**src/rtl/fetch_unit.sv**
```systemverilog
// Instruction-fetch reader: captures the PC on start, reads instruction memory and loads the IR.
// Optional macro FETCH_TIMEOUT_EN adds a WAIT-cycle timeout that aborts into the ERR state.
module fetch_unit #(
    parameter int ADDR_W  = 32,
    parameter int DATA_W  = 32,
    parameter int TIMEOUT = 16
) (
    input  logic              clk,
    input  logic              clr_n,
    input  logic              start,
    input  logic [ADDR_W-1:0] pc_in,
    input  logic              mem_ack,
    input  logic [DATA_W-1:0] mem_data_in,
    output logic [ADDR_W-1:0] mem_addr,
    output logic              mem_rd,
    output logic [DATA_W-1:0] ir_out,
    output logic              pc_inc,
    output logic              done,
    output logic              busy,
    output logic              error
);

    typedef enum logic [1:0] {
        S_IDLE = 2'd0,
        S_WAIT = 2'd1,
        S_DONE = 2'd2
`ifdef FETCH_TIMEOUT_EN
        ,
        S_ERR  = 2'd3
`endif
    } state_t;

    state_t state;

    // A timeout shorter than two cycles would abort before memory could ever answer.
    if (TIMEOUT < 2) begin : g_timeout_too_small
        $error("fetch_unit: TIMEOUT must be at least 2");
    end

`ifdef FETCH_TIMEOUT_EN
    localparam logic [15:0] WAIT_LAST = 16'(TIMEOUT - 1);
    logic [15:0] wait_cnt;
`else
    assign error = 1'b0;
`endif

    always_ff @(posedge clk or negedge clr_n) begin
        if (!clr_n) begin
            state    <= S_IDLE;
            mem_addr <= '0;
            ir_out   <= '0;
            mem_rd   <= 1'b0;
            pc_inc   <= 1'b0;
            done     <= 1'b0;
            busy     <= 1'b0;
`ifdef FETCH_TIMEOUT_EN
            error    <= 1'b0;
            wait_cnt <= '0;
`endif
        end else begin
            done   <= 1'b0;
            pc_inc <= 1'b0;
            case (state)
                S_IDLE: begin
                    if (start) begin
                        mem_addr <= pc_in;
                        mem_rd   <= 1'b1;
                        busy     <= 1'b1;
                        state    <= S_WAIT;
`ifdef FETCH_TIMEOUT_EN
                        error    <= 1'b0;
                        wait_cnt <= '0;
`endif
                    end
                end
                S_WAIT: begin
                    // An ack on the timeout edge still completes the fetch.
                    if (mem_ack) begin
                        ir_out <= mem_data_in;
                        mem_rd <= 1'b0;
                        done   <= 1'b1;
                        pc_inc <= 1'b1;
                        state  <= S_DONE;
                    end
`ifdef FETCH_TIMEOUT_EN
                    else if (wait_cnt == WAIT_LAST) begin
                        mem_rd <= 1'b0;
                        error  <= 1'b1;
                        state  <= S_ERR;
                    end else if (wait_cnt != 16'hFFFF) begin
                        wait_cnt <= wait_cnt + 16'd1;
                    end
`endif
                end
                S_DONE: begin
                    busy  <= 1'b0;
                    state <= S_IDLE;
                end
`ifdef FETCH_TIMEOUT_EN
                S_ERR: begin
                    busy  <= 1'b0;
                    state <= S_IDLE;
                end
`endif
                default: begin
                    mem_rd <= 1'b0;
                    busy   <= 1'b0;
                    state  <= S_IDLE;
                end
            endcase
        end
    end

endmodule

```
**config.mk**
```make
export PLATFORM = sky130hd
export DESIGN_NAME = fetch_unit
export DESIGN_NICKNAME = d
export VERILOG_FILES = /design/src/rtl/fetch_unit.sv
export SDC_FILE = /design/constraint.sdc
export NUM_CORES = 1
export LEC_CHECK = 0
export ABC_AREA = 1
export BUFFER_PORTS_ARGS = -buffer_cell sky130_fd_sc_hd__buf_2
export CORE_ASPECT_RATIO = 2
export CORE_UTILIZATION = 25
export DETAILED_ROUTE_END_ITERATION = 7
export HOLD_SLACK_MARGIN = 0.03
export PLACE_DENSITY = 0.49
export SYNTH_ARGS = -nofsm -noshare
export SYNTH_HDL_FRONTEND = slang
export SYNTH_SLANG_ARGS = --single-unit
```
**constraint.sdc**
```tcl
create_clock -name clk -period 1.3 [get_ports clk]
set_input_delay 0.065 -clock clk [delete_from_list [all_inputs] [get_ports clk]]
set_output_delay 0.065 -clock clk [all_outputs]
set_load 0.01 [all_outputs]
```
==> results.yml <==
cts:
  clk_latency_ns: 0.33
  h-tree-depth: 3
  cts_setup_buffers: 0
  numCtsBuffers: 9
  post_cts_resize_count: 0
  clockBufferDepth: 2
  clk_pin_slew_ns: 0.05
  cts_tree: "yes"
  hold_buffers: 66
  clkSinkCount: 69
  root_buffer: "clkbuf_16"
logic_synthesis:
  yosysTopAreaCellShare_pct: 61.8
  ys_seq_elements: 69
  ys_warn_count: 0
  netlist_top_cells_count: "nand2_1 (133), dfrtp_1 (69), nand3_1 (62)"
  synth_edf_count: 0
  syn-cell-area_um2: 2790
  synth-async-reset-ratio_pct: 100
  syn_avg_cell_area_um2: 9.34
  yosysTopAreaCell: "dfrtp_1"
  ys_top_cells_by_area: "dfrtp_1 (62%), nand2_1 (18%), nand3_1 (11%)"
  syn_nets: 367
  yosysMostFrequentCell: "nand2_1"
  synth_ff_type: "dfrtp_1"
  synth_cells: 299
  seq_area_frac_synth_pct: 61.8
  ys_types: 15
die:
  fp.dieW_um: 76.8
  fp-row-count: 54
  dieArea_um2: 11600
  coreArea_um2: 10900
  die_y_um: 152
  ioPinCount: 137
  start_util_pct: 25.7
finish:
  fillCellCount: 1080
  area_growth_pct: 61.7
  nets: 567
  regArea_um2: 1730
  antennaDiodeCount: 0
  multi_input_area_um2: 890
  layout-drive-gt1-share_pct: 32.6
sta:
  setup_viol: 0
  period_needed_ns: 1.15
  fin_skew_ns: 0.00519
  fmax_mhz: 869
  report.final.hold_viol_count: 0
  rsz0062_at_grt: "false"
  min_period_over_period_pct: 88.5
  timing.setup.tns_ns: 0
  final_max_slew_viol_count: 0
global_routing:
  grt_usage_pct: 14.7
  grt_max_degree: 70
  grt_pass1_vias: 2818
  grt_pass1_wl_um: 13200
  antenna_found_initial: 0
  grt_overflow: 0
place:
  hpwl_um: 5270
  port-buffer-count: 135
  routabilityCongestion: 0.663
drt:
  drt_wl_total_um: 8100
  drt_first_pass_iters: 4
  drc: 0
  vias_per_cell: 4.20
  routedWlPerCell_um: 12.6
  ant_nets: 0
  num_vias: 2699
  drt_iter0_drc: 77
setup_path:
  start_kind: "flop"
  critPathKind: "flop to flop"
  worstPathMaxFanout: 19
  end_kind: "flop"
  cp.arrival_ns: 1.36
  crit_required_ns: 1.51
power:
  power_density_nw_per_um2: 2020
  peakVddDrop_v: 0.000931
  total_power_mw: 9.11
  p_leak_nw: 2.48
hold_path:
  hold_path.class: "primary input to flop"
run_status:
  status: "complete, no violations"
job:
  max-cap-violations: 0
## registers in the layout, summed over array words and instances (netlist names)
name	flops
done	1
mem_rd	1
busy	1
mem_addr	32
state	2
ir_out	32
## critical path, cell delays in order, from the launching register on
cell     delay [ns]
dfrtp_1        0.46
inv_1          0.16
nand3_4        0.07
buf_4          0.21
nand2_1        0.08
nand2_1        0.06
## routing by layer
metal  global-route usage [%]  wire (µm)
met1                     15.8       3180
met5                        0          0
met3                     4.31        450
met4                     5.96        137
met2                     26.7       4340
## final timing paths
| path | slack [ns] | from | cells after the start | end |
|---|---|---|---|---|
| max | 0.15 | state[1]$_DFFE_PN0P_ | 5 | ir_out[15]$_DFFE_PN0P_ |
| min | 0.18 | start | 4 | busy$_DFFE_PN0P_ |
| max reg2reg | 0.15 | state[1]$_DFFE_PN0P_ | 5 | ir_out[15]$_DFFE_PN0P_ |
| min reg2reg | 0.47 | mem_addr[25]$_DFFE_PN0P_ | 2 | mem_addr[25]$_DFFE_PN0P_ |
| max in group asynchronous | 0.73 | clr_n | 3 | ir_out[2]$_DFFE_PN0P_ |
| min in group asynchronous | 0.28 | clr_n | 3 | mem_addr[28]$_DFFE_PN0P_ |
## layout by cell type, fill, tap and decap left out, types with 2 or more instances in the layout
| cell type | synthesis | routed |
|---|---|---|
| inv_1 | 3 | 3 |
| clkinv_2 | 0 | 2 |
| clkbuf_16 | 0 | 9 |
| dlygate4sd3_1 | 0 | 66 |
| clkbuf_1 | 3 | 3 |
| o21ai_0 | 2 | 2 |
| nor2_4 | 2 | 2 |
| buf_4 | 5 | 8 |
| nand2_1 | 133 | 133 |
| nand3_1 | 62 | 62 |
| buf_2 | 7 | 134 |
| nand3_2 | 2 | 2 |
| dfrtp_1 | 69 | 69 |
| buf_12 | 0 | 3 |
## cell type report
class	count	area share, %
clock inverters	2	0.222
multi-input cells	204	19.7
inverters	4	0.332
clock buffers	13	5.54
repair buffers	211	32.1
flip-flops and latches	69	38.2
well taps	140	3.88
## power breakdown
part | switching, mW | internal (mW) | total, mW
sequential | 0.537 | 3.12 | 3.66
combinational | 1.86 | 1.43 | 3.28
clock | 0.846 | 1.33 | 2.17
## kinds of logic (layout without fill, tap and decap cells)
family | count (synthesis) | after routing | share of synthesized area [%]
AO/OA/AOI/OAI | 2 | 2 | 0.358
buffers and inverters | 26 | 230 | 6.36
flip-flops | 69 | 69 | 61.8
other | 1 | 1 | 0.134
AND/OR/NAND/NOR | 201 | 201 | 31.3
## per-stage QoR
stage          util [%]  hold WS, ns  instance area, µm²  worst slack, ns  instances
2_1_floorplan         -       -0.231                2790            0.231        299
5_1_grt            41.5        0.197                4520           0.0584        643
4_1_cts            41.5        0.179                4520            0.140        643
3_3_place_gp       33.1        0.108                3600            0.173        562
6_report           41.5        0.181                4520            0.149        643
3_5_place_dp       33.1        0.111                3600            0.154        562
Power figures use the tool's default switching activity.
